[config.mk]
export PLATFORM = sky130hd
export DESIGN_NAME = ysyx_24100006_ifu_fetch
export DESIGN_NICKNAME = d
export VERILOG_FILES = /design/src/rtl/ysyx_24100006_pkg.sv /design/src/rtl/ysyx_24100006_ifu_perf.sv /design/src/rtl/ysyx_24100006_ifu_fetch.sv
export SDC_FILE = /design/constraint.sdc
export NUM_CORES = 1
export LEC_CHECK = 0
export CORE_MARGIN = 4
export CORE_UTILIZATION = 37
export DETAILED_ROUTE_END_ITERATION = 16
export PLACE_DENSITY_LB_ADDON = 0.2
export SYNTH_ARGS = -nofsm -noshare
export SYNTH_HDL_FRONTEND = slang
export SYNTH_SLANG_ARGS = --single-unit
[constraint.sdc]
create_clock -name clk -period 1.5 [get_ports clk]
set_input_delay 0.3 -clock clk [delete_from_list [all_inputs] [get_ports clk]]
set_output_delay 0.3 -clock clk [all_outputs]
set_load 0.05 [all_outputs]
[src/rtl/ysyx_24100006_pkg.sv]
// ysyx_24100006_pkg: shared fetch state, error codes and bus/instruction constants
package ysyx_24100006_pkg;
  typedef enum logic [1:0] {S_REQ, S_RESP, S_OUT, S_WAITPC} ifu_state_e;
  localparam logic [1:0] IFU_ERR_NONE     = 2'd0;
  localparam logic [1:0] IFU_ERR_MISALIGN = 2'd1;
  localparam logic [1:0] IFU_ERR_ACCESS   = 2'd2;
  localparam logic [1:0] RESP_OKAY        = 2'b00;
  localparam logic [31:0] NOP_INST        = 32'h0000_0013;
endpackage

[src/rtl/ysyx_24100006_ifu_perf.sv]
// ysyx_24100006_ifu_perf: free-running fetch and stall event counters (YSYX_24100006_IFU_PERF_EN)
module ysyx_24100006_ifu_perf (
  input  logic        clk,
  input  logic        rst_n,
  input  logic        fetch,
  input  logic        stall,
  output logic [63:0] fetch_cnt,
  output logic [63:0] stall_cnt
);
  // count delivered instructions and cycles spent waiting on memory; both wrap naturally
  always_ff @(posedge clk or negedge rst_n) begin
    if (!rst_n) begin
      fetch_cnt <= '0;
      stall_cnt <= '0;
    end else begin
      fetch_cnt <= fetch_cnt + {63'd0, fetch};
      stall_cnt <= stall_cnt + {63'd0, stall};
    end
  end
endmodule

[src/rtl/ysyx_24100006_ifu_fetch.sv]
// ysyx_24100006_ifu_fetch: PC holder and single-outstanding instruction fetch initiator; optional counters under YSYX_24100006_IFU_PERF_EN
module ysyx_24100006_ifu_fetch
  import ysyx_24100006_pkg::*;
#(
  parameter int              XLEN     = 32,
  parameter logic [XLEN-1:0] RESET_PC = 32'h8000_0000
) (
  input  logic            clk,
  input  logic            rst_n,
  input  logic            next_pc_valid,
  input  logic [XLEN-1:0] next_pc,
  input  logic            flush_valid,
  input  logic [XLEN-1:0] flush_pc,
  output logic            arvalid,
  output logic [XLEN-1:0] araddr,
  input  logic            arready,
  input  logic            rvalid,
  input  logic [XLEN-1:0] rdata,
  input  logic [1:0]      rresp,
  output logic            rready,
  output logic            out_valid,
  input  logic            out_ready,
  output logic [XLEN-1:0] out_pc,
  output logic [XLEN-1:0] out_inst,
  output logic [1:0]      out_err
`ifdef YSYX_24100006_IFU_PERF_EN
  ,
  output logic [63:0]     perf_fetch_cnt,
  output logic [63:0]     perf_stall_cnt
`endif
);
  ifu_state_e state, state_n;
  logic [XLEN-1:0] pc, pc_n;
  logic drop, drop_n;
  logic ar_fire, misalign, err_load, take, resp_ok;
  assign ar_fire  = arvalid & arready;
  assign misalign = pc[1:0] != 2'b00;
  assign araddr   = pc;
  assign err_load = state == S_REQ && !flush_valid && misalign;
  assign take     = state == S_RESP && rvalid && !drop && !flush_valid;
  assign resp_ok  = rresp == RESP_OKAY;
  // next state, PC and discard flag; a flush always retargets the PC and outranks everything
  always_comb begin
    state_n = state;
    pc_n    = flush_valid ? flush_pc : pc;
    drop_n  = drop;
    case (state)
      S_REQ: begin
        if (ar_fire) begin
          state_n = S_RESP;
          drop_n  = flush_valid;
        end else if (!flush_valid && misalign) begin
          state_n = S_OUT;
        end
      end
      S_RESP: begin
        if (rvalid) begin
          state_n = (drop || flush_valid) ? S_REQ : S_OUT;
          drop_n  = 1'b0;
        end else if (flush_valid) begin
          drop_n  = 1'b1;
        end
      end
      S_OUT: state_n = flush_valid ? S_REQ : out_ready ? S_WAITPC : S_OUT;
      S_WAITPC: begin
        if (!flush_valid && next_pc_valid) pc_n = next_pc;
        state_n = (flush_valid || next_pc_valid) ? S_REQ : S_WAITPC;
      end
      default: state_n = S_REQ;
    endcase
  end
  // state and registered handshake/payload outputs; the address is only offered when aligned
  always_ff @(posedge clk or negedge rst_n) begin
    if (!rst_n) begin
      state     <= S_REQ;
      pc        <= RESET_PC;
      drop      <= 1'b0;
      arvalid   <= 1'b0;
      rready    <= 1'b0;
      out_valid <= 1'b0;
      out_pc    <= RESET_PC;
      out_inst  <= '0;
      out_err   <= IFU_ERR_NONE;
    end else begin
      state     <= state_n;
      pc        <= pc_n;
      drop      <= drop_n;
      arvalid   <= state_n == S_REQ && pc_n[1:0] == 2'b00;
      rready    <= state_n == S_RESP;
      out_valid <= state_n == S_OUT;
      if (err_load) begin
        out_pc   <= pc;
        out_inst <= XLEN'(NOP_INST);
        out_err  <= IFU_ERR_MISALIGN;
      end else if (take) begin
        out_pc   <= pc;
        out_inst <= resp_ok ? rdata : XLEN'(NOP_INST);
        out_err  <= resp_ok ? IFU_ERR_NONE : IFU_ERR_ACCESS;
      end
    end
  end
`ifdef YSYX_24100006_IFU_PERF_EN
  ysyx_24100006_ifu_perf u_perf (
    .clk       (clk),
    .rst_n     (rst_n),
    .fetch     (out_valid & out_ready),
    .stall     (state == S_REQ || state == S_RESP),
    .fetch_cnt (perf_fetch_cnt),
    .stall_cnt (perf_stall_cnt)
  );
`endif
endmodule
==> flow_summary.ini, run 1 <==
[detailed_routing]
ant_nets = 0
drc = 0
dr_total_vias = 3452
wl_per_cell_um = 17.7
first_pass_iters = 4
drtIter0Drc = 179
routed_via_density = 4.90
detail_route.wirelength_um = 12500

[pwr]
seqPwrFrac_pct = 30.1
p_per_area_nw_per_um2 = 1810
leakagePower_nw = 3.73
ir_worst_vdd_uv = 1010
clockPowerShare_pct = 15.3
p_int_mw = 9.19
power_mw = 14.9
combPwrFrac_pct = 54.5
p_sw_mw = 5.67
switching_share_pct = 38.2

[critical_path]
rr_worst_depth = 4
path_class = reg2reg
r2r_slack_ns = -0.11
cp_cell_sequence = or4_4, nor3_4, buf_12, a22o_1
critPathArrivalTime_ns = 1.88
startpoint = state[1]
cpMaxStageDelayCell = or4_4
max_stage_delay_ns = 0.57
crit_required_ns = 1.77
worst-path-max-fanout = 21
cp_num_buf_inv = 1
worst-path-stages = 4
start_kind = register
r2r_start = state[1]
cp-end-kind = register
cpLargestDelayFamily = simple AND/OR/NAND/NOR gates

[timing]
skew_ns = 0.00783
setup_violations = 85
finalCriticalPeriod_ns = 1.61
final.setup.worst_slack_ns = -0.106
timing.final.max_slew_violations = 0
slew-limit-headroom_pct = 77.6
hold_viol_final = 0
fmax_ghz = 0.622
worst_pin_slew_ns = 0.337
finalCritPeriodShare_pct = 107
rsz0062_at_grt = true

[worst_hold_path]
min_path_type = in2async

[floorplan]
dieHeight_um = 117
ios = 206
design.core.area_um2 = 11500
rows = 39
die_w_um = 117
die-area_um2 = 13600
initial_core_util_pct = 38.0

[yosys]
synth_top_area_share_pct = 58.4
synth_cell_type_count = 28
syn-instance-count = 331
synth_seq_area_share_pct = 59.6
ys_top_cells_by_area = dfrtp_1 58%, mux2_4 9.6%, mux2i_1 7.3%
ys_ff_latch = 104
synth_area_per_cell_um2 = 13.2
synth_nets = 436
yosys_warnings = 0
syn_area_um2 = 4370
async_flop_share_pct = 100
synth_edf_count = 0
synth_largest_area_cell = dfrtp_1
ys.flop_type = dfrtp_1

[clocking]
clockBufferDepth = 2
clk_latency_ns = 0.34
numCtsBuffers = 9
cts.htree.levels = 3
ctsRootBufferMaster = clkbuf_16
clk_pin_slew_worst_paths_ns = 0.07
clock_sinks = 104
cts_tree = done

[placed_design]
dpl.hpwl_um = 9420
dpl_cell_area_um2 = 7740
finalWeightedCongestion = 0.801
numPortBuffers = 205

[grt]
grt_overflow = 0
grt_pass1_vias = 3603
grt_usage_pct = 18.8
antenna_found_initial = 0
grt_pass1_wl_um = 19700
grt_max_degree = 41

[job]
drv_cap = 0

[layout]
filler_cell_count = 798
multi_input_area_um2 = 1660
areaGrowthSynthToFinish_pct = 87.6
final_cell_mix = 108 x buf_12, 102 x clkdlybuf4s50_1, 98 x dfrtp_1, 39 x a21oi_1, 35 x nor2_1
diodes = 0
final_area_um2 = 8200
layout.cells.most_common = buf_12
register_area_um2 = 2610
finalNetCount = 662
drive_gt1_share_pct = 36.1

[status]
status = complete, but fails checks
violations = setup timing
==> path summary, 6_finish.rpt <==
kind | endpoint
worst max register to register | out_inst[8]
worst min register to register | out_inst[11]
max in group asynchronous | state[1]
min in group clk | drop
worst max-delay path | out_inst[8]
worst min-delay path | out_pc[5]
==> through the flow <==
step	hold slack (ns)	TNS, ns	util, %	cells	setup slack (ns)
6_report	0.403	-4.85	71.2	705	-0.106
5_1_grt	0.421	-11.88	71.2	705	-0.167
4_1_cts	0.392	-4.12	70.6	703	-0.107
3_5_place_dp	0.224	-23.65	67.2	683	-0.423
3_3_place_gp	0.221	-20.99	67.2	683	-0.372
2_1_floorplan	0.00441	-1.97	-	331	-0.0536
==> cells by family after synthesis <==
group / Yosys count / synth area share, %
mux: 65 / 18.2
simple gates: 68 / 8.04
buf+inv: 23 / 3.55
compound gates: 71 / 10.6
flops: 104 / 59.6
==> worst reg2reg max path, stage by stage (launching register included) <==
cell and delay, ns:
dfrtp_2 0.46, or4_4 0.57, nor3_4 0.17, buf_12 0.19, a22o_1 0.16
==> layout make-up <==
class	count	share of cell area, %
Tap cell	143	2.18
Clock inverter	4	0.580
Multi-Input combinational cell	204	20.3
Timing Repair Buffer	238	42.3
Sequential cell	104	31.8
Clock buffer	12	2.88
==> power by group through the flow <==
stage          sequential [mW]  combinational, mW  clock (mW)
3_5_place_dp              4.52               7.87           0
5_1_grt                   4.60               8.42        2.48
2_1_floorplan             6.48               1.72           0
6_report                  4.48               8.10        2.28
4_1_cts                   4.49               8.11        2.36
3_3_place_gp              4.49               7.77           0
==> metal layers <==
metal	global-route usage (%)	share of wire [%]	vias up
li1	-	-	1636
met1	23.8	40	1658
met2	30.1	49	150
met3	8.70	10	8
met4	3.44	0.70	0
met5	0	0	-
==> state kept, by name, indices dropped and copies added (netlist names) <==
register   count
out_pc        32
rready         1
araddr        32
arvalid        1
state          2
drop           1
out_valid      1
out_inst      32
out_err        2
==> synth_stat cells (2+ instances only) <==
master and number:
a22o_1 21, nor2_1 37, o2bb2ai_1 2, a21oi_1 42, nor4_4 2, buf_2 16
dfstp_2 2, buf_6 6, mux2i_1 32, mux2_4 28, nand2_1 10, nand2b_1 2
nand3_1 8, mux2_2 5, o22a_1 4, dfrtp_1 102
==> repair_timing <==
item,4_1_cts,5_1_grt
cloned,2,0
pin swaps,1,3
endpoints found under the setup margin,65,95
hold endpoints to repair,18,0
buffers inserted,1,2
hold buffers,1,0
resized for setup,8,12
Note: power is estimated with default switching activity, not from simulation.
==> run 2: changes to the inputs <==
CORE_UTILIZATION = 56   (was 37)
DONT_BUFFER_PORTS = 1   (was not set)
GPL_TIMING_DRIVEN = 1   (was not set)
==> run 2 against run 1 <==
Effect of this change: register-to-register slack improved by 0.02 ns; cell count down 36%; the flow finishes with violations (hold timing, setup timing); largest cell class is now registers; via count is 23% lower; hold slack worse by 0.77 ns; sequential share of layout area is 20 points higher.
==> flow_summary.ini, run 2 (synthesis gave the netlist of run 1 again) <==
[grt]
grt_pass1_vias = 2577
antenna_found_initial = 0
grt_usage_pct = 20.4
grt_overflow = 0
grt_pass1_wl_um = 14300
grt_max_degree = 105

[critical_path]
start_kind = register
r2r_start = state[1]
worst-path-max-fanout = 21
path_class = reg2reg
cp-end-kind = register
r2r_slack_ns = -0.09
cp-endpoint = out_inst[9]
crit_required_ns = 1.78
startpoint = state[1]
critPathArrivalTime_ns = 1.87
rr_worst_depth = 4
r2r_end = out_inst[9]

[placed_design]
dpl.hpwl_um = 6750
finalWeightedCongestion = 0.773
dpl_worst_slack_ns = -0.107
dp_cells = 423
numPortBuffers = 0
dpl_cell_area_um2 = 4530

[clocking]
clockBufferDepth = 2
numCtsBuffers = 9
clock_sinks = 104
clk_latency_ns = 0.35
ctsRootBufferMaster = clkbuf_8
clk_pin_slew_worst_paths_ns = 0.10
cts_tree = done
cts.htree.levels = 3

[layout]
areaGrowthSynthToFinish_pct = 14.2
finalNetCount = 449
layout.cells.most_common = dfrtp_1
final_area_um2 = 4990
filler_cell_count = 543
final_cells = 448
drive_gt1_share_pct = 29.2
final_core_util_pct = 67.4
diodes = 0
final_cell_mix = 98 x dfrtp_1, 36 x a21oi_1, 36 x nor2_1, 32 x mux2i_1, 28 x mux2_4

[detailed_routing]
dr_total_vias = 2674
first_pass_iters = 4
drtIter0Drc = 91
routed_via_density = 5.97
wl_per_cell_um = 22.5
drc = 0
detail_route.wirelength_um = 10100
ant_nets = 0

[timing]
hold_viol_final = 104
slew-limit-headroom_pct = 64.8
finalCritPeriodShare_pct = 106
timing.final.max_slew_violations = 0
finalCriticalPeriod_ns = 1.59
rsz0062_at_grt = true
setup_violations = 53
final.setup.worst_slack_ns = -0.0863
hold_slack_ns = -0.369
skew_ns = 0.0144
fmax_ghz = 0.630
fin_tns_setup_ns = -2.94
worst_pin_slew_ns = 0.528

[status]
violations = hold timing, setup timing
status = complete, but fails checks

[pwr]
p_per_area_nw_per_um2 = 2150
ir_worst_vdd_uv = 1010
power_mw = 10.7
leakagePower_nw = 2.33

[floorplan]
dieHeight_um = 96.4
ios = 206
die-area_um2 = 9290
initial_core_util_pct = 59.0
design.core.area_um2 = 7410
die_w_um = 96.4
rows = 31

[job]
drv_cap = 0

[worst_hold_path]
min_path_type = in2async
[run 2: worst min path at each step]
stage          startpoint           end  slack (ns)  cells past startpoint
2_1_floorplan       rst_n     araddr[0]       0.004                      0
3_3_place_gp        rst_n   out_inst[0]       0.007                      0
3_5_place_dp        rst_n  out_inst[22]       0.007                      0
4_1_cts             rst_n     araddr[3]       -0.38                      0
5_1_grt             rst_n  out_inst[19]       -0.41                      0
6_report            rst_n  out_inst[18]       -0.37                      0
[run 2: power by group]
| part | internal [mW] | switching (mW) |
|---|---|---|
| clock network | 0.823 | 0.909 |
| logic | 1.47 | 0.881 |
| registers | 3.52 | 3.14 |
| total | 5.81 | 4.93 |
[run 2: per-layer routing]
metal,vias up,share of wire [%],GRT usage [%],wire length (um)
li1,1201,-,-,-
met1,1332,37,25.3,3720
met2,126,50,32.1,5010
met3,15,11,8.37,1140
met4,0,2.0,7.83,204
met5,-,0,0,0
[run 2: worst max-delay path, cell delays in order (launching register included)]
cell and delay [ns]:
dfrtp_2 0.46, or4_4 0.57, nor3_4 0.16, buf_12 0.18, a22o_1 0.15
[run 2: layout make-up]
cell class,instances,area (um^2),area share [%]
Clock inverter,4,53.8,1.08
Clock buffer,12,145,2.91
Tap cell,99,124,2.48
Multi-Input combinational cell,204,1710,34.2
Timing Repair Buffer,25,350,7.02
Sequential cell,104,2610,52.3
[run 2: repair_timing]
| item | in CTS | in global routing |
|---|---|---|
| pin swaps | 1 | 15 |
| gates resized for setup | 5 | 19 |
| buffers inserted | 0 | 4 |
| endpoints found under the setup margin | 65 | 67 |
| cloned | 1 | 4 |
| endpoints found under the hold margin | 104 | 104 |
==> run 3: changes to the inputs <==
ABC_AREA = 1   (was not set)
CORE_UTILIZATION = 57   (was 56)
REMOVE_ABC_BUFFERS = 1   (was not set)
==> run 3 against run 2 <==
Effect of this change: register-to-register slack improved by 0.10 ns; the run ends with hold timing left; sequential cell count stayed put; first-iteration DRC count is 45% higher; critical path type unchanged; clock power shrank 12%; clock skew fell by 0.00096 ns; area after synthesis up 2.9%; fmax grew 6.9%; setup slack better by 0.10 ns; core utilization down 3.2 points; non-clock buffer count increased by 4; critical endpoint is now out_err[1]; power grew 9.5%; die area up 1.0%.
==> flow_summary.ini, run 3 <==
[pwr]
switching_share_pct = 54.1
p_int_mw = 5.39
power_mw = 11.8
p_per_area_nw_per_um2 = 2380
combPwrFrac_pct = 22.6
seqPwrFrac_pct = 64.4
ir_worst_vdd_uv = 1270
clockPowerShare_pct = 13.0
p_sw_mw = 6.36
leakagePower_nw = 2.34

[timing]
hold_viol_final = 104
finalCriticalPeriod_ns = 1.48
worst_pin_slew_ns = 0.586
rsz0062_at_grt = true
skew_ns = 0.0134
hold_slack_ns = -0.368
finalCritPeriodShare_pct = 99.0
fmax_ghz = 0.674
timing.final.max_slew_violations = 0
slew-limit-headroom_pct = 60.9
setup_violations = 0

[floorplan]
initial_core_util_pct = 58.5
die_w_um = 96.9
die-area_um2 = 9380
design.core.area_um2 = 7690
ios = 206
rows = 32
dieHeight_um = 96.9

[grt]
grt_overflow = 0
grt_usage_pct = 23.8
antenna_found_initial = 0
met2_usage_pct = 40.1
grt_max_degree = 105
met3_usage_pct = 6.99
grt_pass1_vias = 3468
grt_pass1_wl_um = 18200
busiest_layer = met2
met1_usage_pct = 30.2

[critical_path]
cpMaxStageDelayCell = dfrtp_2
r2r_slack_ns = 0.02
rr_worst_depth = 6
cp_num_buf_inv = 2
cpLargestDelayFamily = flip-flops
r2r_end = out_err[1]
cpMostUsedCell = buf_4
path_class = reg2reg
worst-path-max-fanout = 16
critPathArrivalTime_ns = 1.71
r2r_start = state[1]
crit_required_ns = 1.73
max_stage_delay_ns = 0.45
start_kind = register
cp-end-kind = register
cp_cell_sequence = nor2_1, nand3_2, buf_4, buf_4, nand3_1, o21ai_0

[yosys]
yosys.area_share.simple_pct = 26.4
synthMuxAreaShare_pct = 0
async_flop_share_pct = 100
synth_cell_type_count = 20
synth_top_family_by_area = simple AND/OR/NAND/NOR gates
synthTopCellsByCount = 147 x nand2_1, 102 x dfrtp_1, 70 x nor2_1, 62 x nand3_1, 30 x a31oi_1
synth_compound_area_share_pct = 10.3
ys_top_cells_by_area = dfrtp_1 57%, nand2_1 12%, nand3_1 6.9%
synth_largest_area_cell = dfrtp_1
synth_area_per_cell_um2 = 8.81
syn-instance-count = 511
synth_seq_area_share_pct = 57.9
synth_top_area_share_pct = 56.7
ys_ff_latch = 104
ys.flop_type = dfrtp_1
synth-adder-area-share_pct = 0
syn_area_um2 = 4500
yosys_warnings = 0
yosysMostFrequentCell = nand2_1
synth_edf_count = 0
synth_xor_xnor_area_share_pct = 0

[detailed_routing]
first_pass_iters = 4
drtIter0Drc = 132
drc = 0
wl_per_cell_um = 18.2
dr_total_vias = 3554
routed_via_density = 5.71
ant_nets = 0
detail_route.wirelength_um = 11400

[layout]
multi_input_area_um2 = 1680
areaGrowthSynthToFinish_pct = 9.67
final_cell_mix = 147 x nand2_1, 101 x dfrtp_1, 69 x nor2_1, 62 x nand3_1, 30 x a31oi_1
finalNetCount = 621
diodes = 0
layout.cells.most_common = nand2_1
register_area_um2 = 2610
drive_gt1_share_pct = 15.0
filler_cell_count = 630

[worst_hold_path]
min_path_type = in2async

[clocking]
clock_sinks = 104
clk_latency_ns = 0.35
numCtsBuffers = 9
cts.htree.levels = 3
cts_tree = done
clk_pin_slew_worst_paths_ns = 0.10
ctsRootBufferMaster = clkbuf_8
clockBufferDepth = 2

[placed_design]
numPortBuffers = 0
dpl.hpwl_um = 7980
finalWeightedCongestion = 0.788

[status]
status = complete, but fails checks
violations = hold timing

[job]
drv_cap = 0
==> run 3: worst reg2reg max path: stages (launching register included) <==
cell	delay [ns]
dfrtp_2	0.45
nor2_1	0.14
nand3_2	0.20
buf_4	0.20
buf_4	0.18
nand3_1	0.10
o21ai_0	0.09
==> run 3: routing by layer <==
layer  vias to the layer above  share of wire (%)
met2                       159                 50
li1                       1672                  -
met3                        11                8.9
met5                         -                  0
met4                         0                1.2
met1                      1712                 39
==> run 3: per-stage QoR <==
step / cells / setup slack (ns) / utilization, % / instance area, um^2 / setup TNS (ns)
floorplan: 476 / -1.19 / - / 4320 / -72.43
global placement: 601 / 0.103 / 60.8 / 4670 / 0
detailed placement: 601 / 0.0276 / 60.8 / 4670 / 0
CTS: 616 / 0.0200 / 62.9 / 4830 / 0
global route: 622 / -0.0250 / 64.2 / 4940 / -0.122
finish: 622 / 0.0155 / 64.2 / 4940 / 0
==> run 3: worst max path at each step <==
| stage | from | to | slack (ns) | depth (start not counted) |
|---|---|---|---|---|
| 3_3_place_gp | state[1] | out_inst[31] | 0.10 | 6 |
| 5_1_grt | state[1] | out_inst[13] | -0.02 | 6 |
| 4_1_cts | state[1] | out_inst[8] | 0.02 | 6 |
| 6_report | state[1] | out_err[1] | 0.02 | 6 |
| 2_1_floorplan | araddr[1] | out_pc[0] | -1.19 | 6 |
| 3_5_place_dp | state[1] | out_inst[8] | 0.03 | 6 |
==> run 3: area by class of cell <==
cell class	count	area share [%]
clock buffer	10	2.59
clock inverter	5	0.684
inverter	16	1.22
multi-input combinational	356	34.0
sequential	104	52.8
tap	102	2.59
timing repair buffer	29	6.16
==> run 3: cells by family after synthesis <==
kind of cell / Yosys count
AOI/OAI and AO/OA: 68
buffers and inverters: 51
DFF: 104
and+or+nand+nor: 288
==> run 3: what timing repair did <==
item,4_1_cts,5_1_grt
endpoints found under the setup margin,0,30
setup buffers,0,5
resized for setup,0,8
hold endpoints to repair,104,104
==> run 3: power by group through the flow <==
stage	clock [mW]	combinational (mW)	sequential [mW]
6_report	1.53	2.66	7.57
5_1_grt	1.70	2.98	7.68
4_1_cts	1.56	2.47	7.58
3_5_place_dp	0	2.46	7.64
3_3_place_gp	0	2.33	7.61
2_1_floorplan	0	1.68	7.49
